`src/rtl/serial_sub.sv`:
```
// -----------------------------------------------------------------------------
// serial_sub -- bit-serial unsigned subtractor computing a - b - bin.
//
// A start pulse in IDLE or DONE captures the operands into shift registers.
// One bit is then processed per clock, LSB first, for WIDTH clocks. The final
// result is loaded into diff/bout together with a one-cycle done pulse.
// A start that arrives while an operation is running is ignored.
//
// Parameters:
//   WIDTH  operand/result width in bits (2..32)
//
// Ports:
//   clk    clock; all state changes on its rising edge
//   rst    synchronous active-high reset (has priority over start)
//   start  request to begin a subtraction (sampled in IDLE or DONE)
//   a      minuend
//   b      subtrahend
//   bin    borrow-in
//   busy   high while an operation is in progress
//   done   one-cycle completion pulse
//   diff   a - b - bin modulo 2^WIDTH; holds the last result
//   bout   borrow-out; high when a < b + bin (unsigned)
//   ovf    two's-complement overflow of the last result
//          (present only when SERIAL_SUB_OVF_EN is defined)
//
// Configuration macro: SERIAL_SUB_OVF_EN adds the ovf output.
// -----------------------------------------------------------------------------
module serial_sub #(
    parameter int WIDTH = 4
) (
    input  logic             clk,
    input  logic             rst,
    input  logic             start,
    input  logic [WIDTH-1:0] a,
    input  logic [WIDTH-1:0] b,
    input  logic             bin,
    output logic             busy,
    output logic             done,
    output logic [WIDTH-1:0] diff,
    output logic             bout
`ifdef SERIAL_SUB_OVF_EN
    ,
    output logic             ovf
`endif
);

    localparam int CW = (WIDTH > 1) ? $clog2(WIDTH) : 1;
    localparam logic [CW-1:0] LAST_BIT = CW'(WIDTH - 1);

    typedef enum logic [1:0] {
        IDLE = 2'd0,
        RUN  = 2'd1,
        DONE = 2'd2
    } state_t;

    state_t           state_q,  state_d;
    logic [WIDTH-1:0] a_sh_q,   a_sh_d;
    logic [WIDTH-1:0] b_sh_q,   b_sh_d;
    logic [WIDTH-1:0] res_q,    res_d;
    logic             br_q,     br_d;
    logic [CW-1:0]    cnt_q,    cnt_d;
    logic             busy_q,   busy_d;
    logic             done_q,   done_d;
    logic [WIDTH-1:0] diff_q,   diff_d;
    logic             bout_q,   bout_d;
    logic             ovf_q,    ovf_d;

    logic             a_bit_s;
    logic             b_bit_s;
    logic             d_bit_s;
    logic             br_next_s;

    // Full-subtractor bit slice plus FSM next-state / datapath next values.
    always_comb begin
        state_d = state_q;
        a_sh_d  = a_sh_q;
        b_sh_d  = b_sh_q;
        res_d   = res_q;
        br_d    = br_q;
        cnt_d   = cnt_q;
        busy_d  = busy_q;
        done_d  = done_q;
        diff_d  = diff_q;
        bout_d  = bout_q;
        ovf_d   = ovf_q;

        a_bit_s   = a_sh_q[0];
        b_bit_s   = b_sh_q[0];
        d_bit_s   = a_bit_s ^ b_bit_s ^ br_q;
        br_next_s = (~a_bit_s & b_bit_s) | (~(a_bit_s ^ b_bit_s) & br_q);

        case (state_q)
            IDLE, DONE: begin
                // done is a single-cycle pulse, so it always drops here.
                done_d = 1'b0;
                if (start) begin
                    state_d = RUN;
                    a_sh_d  = a;
                    b_sh_d  = b;
                    br_d    = bin;
                    res_d   = {WIDTH{1'b0}};
                    cnt_d   = {CW{1'b0}};
                    busy_d  = 1'b1;
                end else begin
                    state_d = IDLE;
                    busy_d  = 1'b0;
                end
            end
            RUN: begin
                // Operands shift right so bit 0 always holds the current bit;
                // result bits enter at the MSB and walk down to their place.
                a_sh_d = {1'b0, a_sh_q[WIDTH-1:1]};
                b_sh_d = {1'b0, b_sh_q[WIDTH-1:1]};
                res_d  = {d_bit_s, res_q[WIDTH-1:1]};
                br_d   = br_next_s;
                if (cnt_q == LAST_BIT) begin
                    state_d = DONE;
                    busy_d  = 1'b0;
                    done_d  = 1'b1;
                    cnt_d   = {CW{1'b0}};
                    diff_d  = {d_bit_s, res_q[WIDTH-1:1]};
                    bout_d  = br_next_s;
                    // On the last bit the shift registers hold the operand
                    // MSBs and d_bit_s is the result MSB.
                    ovf_d   = (a_bit_s != b_bit_s) & (d_bit_s != a_bit_s);
                end else begin
                    cnt_d   = cnt_q + CW'(1);
                end
            end
            default: begin
                state_d = IDLE;
                busy_d  = 1'b0;
                done_d  = 1'b0;
            end
        endcase
    end

    // State and datapath registers with synchronous reset.
    always_ff @(posedge clk) begin
        if (rst) begin
            state_q <= IDLE;
            a_sh_q  <= {WIDTH{1'b0}};
            b_sh_q  <= {WIDTH{1'b0}};
            res_q   <= {WIDTH{1'b0}};
            br_q    <= 1'b0;
            cnt_q   <= {CW{1'b0}};
            busy_q  <= 1'b0;
            done_q  <= 1'b0;
            diff_q  <= {WIDTH{1'b0}};
            bout_q  <= 1'b0;
            ovf_q   <= 1'b0;
        end else begin
            state_q <= state_d;
            a_sh_q  <= a_sh_d;
            b_sh_q  <= b_sh_d;
            res_q   <= res_d;
            br_q    <= br_d;
            cnt_q   <= cnt_d;
            busy_q  <= busy_d;
            done_q  <= done_d;
            diff_q  <= diff_d;
            bout_q  <= bout_d;
            ovf_q   <= ovf_d;
        end
    end

    assign busy = busy_q;
    assign done = done_q;
    assign diff = diff_q;
    assign bout = bout_q;

`ifdef SERIAL_SUB_OVF_EN
    assign ovf = ovf_q;
`else
    // Overflow tracking exists only in the ovf build.
    logic unused_ovf_s;
    assign unused_ovf_s = ovf_q;
`endif

endmodule

```
`config.mk`:
```
export PLATFORM = sky130hd
export DESIGN_NAME = serial_sub
export DESIGN_NICKNAME = d
export VERILOG_FILES = /design/src/rtl/serial_sub.sv
export SDC_FILE = /design/constraint.sdc
export NUM_CORES = 1
export LEC_CHECK = 0
export CAP_MARGIN = 15
export CELL_PAD_IN_SITES_DETAIL_PLACEMENT = 1
export CELL_PAD_IN_SITES_GLOBAL_PLACEMENT = 1
export CORE_UTILIZATION = 44
export CTS_CLUSTER_SIZE = 24
export DETAILED_ROUTE_END_ITERATION = 6
export DONT_BUFFER_PORTS = 1
export PLACE_DENSITY = 0.82
export SLEW_MARGIN = 30
export SYNTH_ARGS = -nofsm -noshare
export SYNTH_HDL_FRONTEND = slang
export SYNTH_SLANG_ARGS = --single-unit
```
`constraint.sdc`:
```
create_clock -name clk -period 1.45 [get_ports clk]
set_input_delay 0.2175 -clock clk [delete_from_list [all_inputs] [get_ports clk]]
set_output_delay 0.2175 -clock clk [all_outputs]
set_load 0.02 [all_outputs]
```
== Yosys cells after proc, flatten, opt, wreduce, memory -nomap -nowiden ==
Index checks and enable logic that the tools add are counted.

* Input bits: 12
* Register bits after elaboration: 24
* Logic and storage cells: 47
* Output and inout bits: 7

* Add/subtract/negate cells: 1
* Multiplexer cells: 17
* Equal/unequal tests: 5
* Bitwise gates (word level): 8
* Reductions and logical operators: 6

{| class="wikitable"
|+ Operator list
! cell !! count
|-
| $pmux W4 S2 || 3
|-
| $mux W4 || 3
|-
| $pmux W2 S2 || 2
|-
| $mux W2 || 3
|-
| $eq A2 B2 Y1 const B || 2
|-
| $mux W1 || 4
|-
| $ne A2 B2 Y1 const B || 2
|-
| $pmux W1 S2 || 2
|-
| $reduce_and A2 Y1 || 2
|-
| $reduce_or A2 Y1 || 2
|-
| $not A1 Y1 || 3
|-
| $add A2 B1 Y2 const B || 1
|-
| $and A1 B1 Y1 || 2
|-
| $eq A2 B1 Y1 const B || 1
|-
| $logic_not A2 Y1 || 1
|-
| $reduce_bool A2 Y1 || 1
|-
| $xor A1 B1 Y1 || 2
|-
| $or A1 B1 Y1 || 1
|}

== Depth between registers and ports, before layout ==
* Depth in word-level cells: 5
* Mapped depth: 5
* Depth with buffers taken out: 4

== Worst setup path before layout ==
No wires, ideal clock.

* Path type: flip-flop to flip-flop
* Start point: register cnt_q[0]
* End point: register bout_q (netlist: bout)
* Buffers on the path: 1
* Setup time: 0.091 ns
* Data required time: 1.359 ns
* Setup slack: 0.296 ns
* Arrival: 1.063 ns
* Period minus slack after synthesis: 1.154 ns
* Stages on the path, launching flop included: 5
* Cell sequence: dfxtp_1 ha_1 clkbuf_1 a21oi_1 a311oi_1

* Word-level cells in the longest chain between the ends: 2

{| class="wikitable"
|+ Ends and longest elaborated chain
! element !! line !! RTL
|-
| from (decl) || 61 || <nowiki>logic [CW-1:0] cnt_q, cnt_d;</nowiki>
|-
| from (signal assigned) || 146 || <nowiki>cnt_q <= {CW{1'b0}};</nowiki>
|-
| from (signal assigned) || 158 || <nowiki>cnt_q <= cnt_d;</nowiki>
|-
| $eq A2 B2 Y1 || 116 || <nowiki>if (cnt_q == LAST_BIT) begin</nowiki>
|-
| $reduce_and A2 Y1 (no line) || -- ||
|-
| to (signal assigned) || 162 || <nowiki>bout_q <= bout_d;</nowiki>
|-
| to (decl) || 65 || <nowiki>logic bout_q, bout_d;</nowiki>
|}

Every way passes these cells.
A chain may end at the register's enable or synchronous reset.

== Final worst setup path ==
* Start point: input rst
* End point: register done_q (netlist: done)

* Word-level cells in the longest chain between the ends: 1

{| class="wikitable"
|+ Ends and longest elaborated chain
! element !! line !! RTL
|-
| from (decl) || 32 || <nowiki>input logic rst,</nowiki>
|-
| $reduce_or A2 Y1 (no line) || -- ||
|-
| to (signal assigned) || 160 || <nowiki>done_q <= done_d;</nowiki>
|-
| to (decl) || 63 || <nowiki>logic done_q, done_d;</nowiki>
|}

Every way passes these cells.

==> flow_metrics.env <==
export IMPL_status="completed"
export IMPL_crit_cells=2
export IMPL_max_slew_worst_pin_slew_ns=0.902
export IMPL_core_sq_um=2020
export IMPL_power_density_nw_per_um2=1120
export IMPL_setup_violations=0
export IMPL_peakVddDrop_mv=0.503
export IMPL_avgSynthCellArea_sq_um=8.76
export IMPL_cts_num_sinks=23
export IMPL_synth_edf_count=0
export IMPL_clockRootBuffer="clkbuf_4"
export IMPL_grt_pass1_wl_microns=3220
export IMPL_cp_buffers_inverters=1
export IMPL_post_route_period_util_pct=91.8
export IMPL_whs_path_depth=2
export IMPL_cpPeakStageDelay_ns=1.13
export IMPL_hold_violations=0
export IMPL_post_cts_buffers=0
export IMPL_yosys_warnings=0
export IMPL_vias_per_cell=5.51
export IMPL_cts_buffers=3
export IMPL_cp_start_kind="input pin"
export IMPL_required_ns=1.61
export IMPL_wl_met2_microns=871
export IMPL_cp_max_fo=23
export IMPL_synthTopCellsByArea="dfxtp_1, nand2_1, a21oi_1, nand3_1, a311oi_2"
export IMPL_path_delay_family="buffers and inverters"
export IMPL_fin_tns_setup_ns=0
export IMPL_leakagePower_nw=0.352
export IMPL_cts_tree="done"
export IMPL_port_buffers=0
export IMPL_slowest_stage="dlygate4sd3_1"
export IMPL_synth_nets=125
export IMPL_drive_gt1_share_pct=10.9
export IMPL_route_detailed_drc=0
export IMPL_cts_path_max_buffers=2
export IMPL_m1WireLength_microns=994
export IMPL_final_common_cell="dfxtp_1"
export IMPL_path_clk_slew_ns=0.12
export IMPL_ys_async_sr_fraction_pct=0
export IMPL_io_pins=19
export IMPL_r2r_slack_ns=0.19
export IMPL_min_path_type="input pin to flop"
export IMPL_antenna_found_initial=0
export IMPL_cp_end_kind="flop"
export IMPL_max_slew_margin_pct=39.7
export IMPL_yosysTopAreaCell="dfxtp_1"
export IMPL_grt_pass1_vias=708
export IMPL_first_iter_violations=5
export IMPL_fill_cells=255
export IMPL_fp_dieArea_sq_um=2400
export IMPL_htree_num_levels=1
export IMPL_place_congestion=0.722
export IMPL_clk_latency_ns=0.30
export IMPL_grt_ovfl_total=0
export IMPL_path_class="input pin to flop"
export IMPL_grt_start_max_net_pins=24
export IMPL_area_delta_synth_final_pct=4.76
export IMPL_antenna_left=0
export IMPL_period_needed_ns=1.33
export IMPL_critPathArrivalTime_ns=1.49
export IMPL_dr_wl_met3_microns=52
export IMPL_maxCapViolCount=0
export IMPL_worstRegToRegCells=4
export IMPL_fin_nets=125
export IMPL_num_vias=755
export IMPL_synth_cell_types=25
export IMPL_fin_skew_ns=0.00752
export IMPL_synthFlopType="dfxtp_1"
export IMPL_post_dp_cell_area_sq_um=978
export IMPL_top_layer_used="met4"
export IMPL_n_antenna_cell=0
export IMPL_cp_cell_sequence="dlygate4sd3_1 > nor3_1"
export IMPL_die_w_microns=49.0
export IMPL_synth_area_sq_um=972
export IMPL_fmax_mhz=751
export IMPL_final_cell_area_sq_um=1020
export IMPL_ys_ff_latch=23
export IMPL_dp_hpwl_microns=1340
export IMPL_final_cell_mix="dfxtp_1, nand2_1, a21oi_1"
export IMPL_drv_slew=0
export IMPL_die_h_microns=49.0
export IMPL_grtUsageTotal_pct=17.3
export IMPL_start_util_pct=48.1
export IMPL_ys_seq_area_share_pct=47.4
export IMPL_synth_cells=111
export IMPL_rows=16
export IMPL_firstDrtPassIters=2
export IMPL_wl_microns=1940
export IMPL_rsz0062_at_grt="false"
export IMPL_netlist_area_leader_share_pct=47.4
export IMPL_wl_per_cell_microns=14.2
where the power goes:
| group | internal (mW) | switching, mW |
|---|---|---|
| logic | 0.0657 | 0.0898 |
| clock network | 0.103 | 0.190 |
| registers | 0.665 | 0.0239 |
cell families (layout without fill, tap and decap cells):
| kind of cell | count (synthesis) | after routing | share of synthesized area (%) |
|---|---|---|---|
| compound gates | 23 | 23 | 17.2 |
| fa+ha+maj | 2 | 2 | 3.35 |
| buf+inv | 12 | 11 | 7.98 |
| simple gates | 51 | 51 | 24.1 |
| flops | 23 | 23 | 47.4 |
area by class of cell:
cell class | instances | area [sq um] | area share (%)
sequential | 23 | 460 | 45.2
inverter | 2 | 7.51 | 0.737
multi-input combinational | 76 | 437 | 42.9
tap | 27 | 33.8 | 3.32
clock buffer | 3 | 22.5 | 2.21
timing repair buffer | 5 | 52.6 | 5.16
clock inverter | 1 | 5.00 | 0.491
layer usage:
layer,up-vias,GRT usage [%]
li1,379,-
met3,2,3.43
met5,-,0
met4,0,5.88
met2,9,28.7
met1,365,22.4
Yosys cell counts (2+ instances only):
master	count
a21oi_1	13
a311oi_1	4
a311oi_2	3
buf_2	2
buf_4	2
buf_6	3
clkbuf_1	2
dfxtp_1	23
inv_1	2
nand2_1	22
nand2b_1	2
nand3_1	11
nand3b_1	2
nor2_1	9
sequential cells by signal, indices dropped and copies added, names as in the netlist:
signal,flops
a_sh_q,4
b_sh_q,4
bout,1
br_q,1
busy,1
cnt_q,2
diff,4
done,1
res_q,3
state_q,2
stage by stage:
step / hold WS [ns] / power (mW) / util (%) / worst slack (ns) / instances
after floorplan: 0.290 / 0.830 / - / 0.296 / 111
after global placement: 0.287 / 0.842 / 48.4 / 0.178 / 132
after detailed placement: 0.290 / 0.848 / 48.4 / 0.130 / 132
after CTS: 0.0270 / 1.15 / 50.2 / 0.0622 / 137
after global routing: 0.0380 / 1.19 / 50.4 / 0.0275 / 137
final: 0.0354 / 1.14 / 50.4 / 0.119 / 137
repair_timing:
item,in CTS,in global routing
resized for setup,0,1
hold buffers,1,0
setup endpoints to repair,0,3
endpoints found under the hold margin,23,0
final timing paths:
path	start	to
max reg2reg	state_q[1]	br_q
max	rst	done
min	a[3]	a_sh_q[3]
min reg2reg	b_sh_q[3]	b_sh_q[3]
No activity file was read; power rests on OpenSTA's default activity.
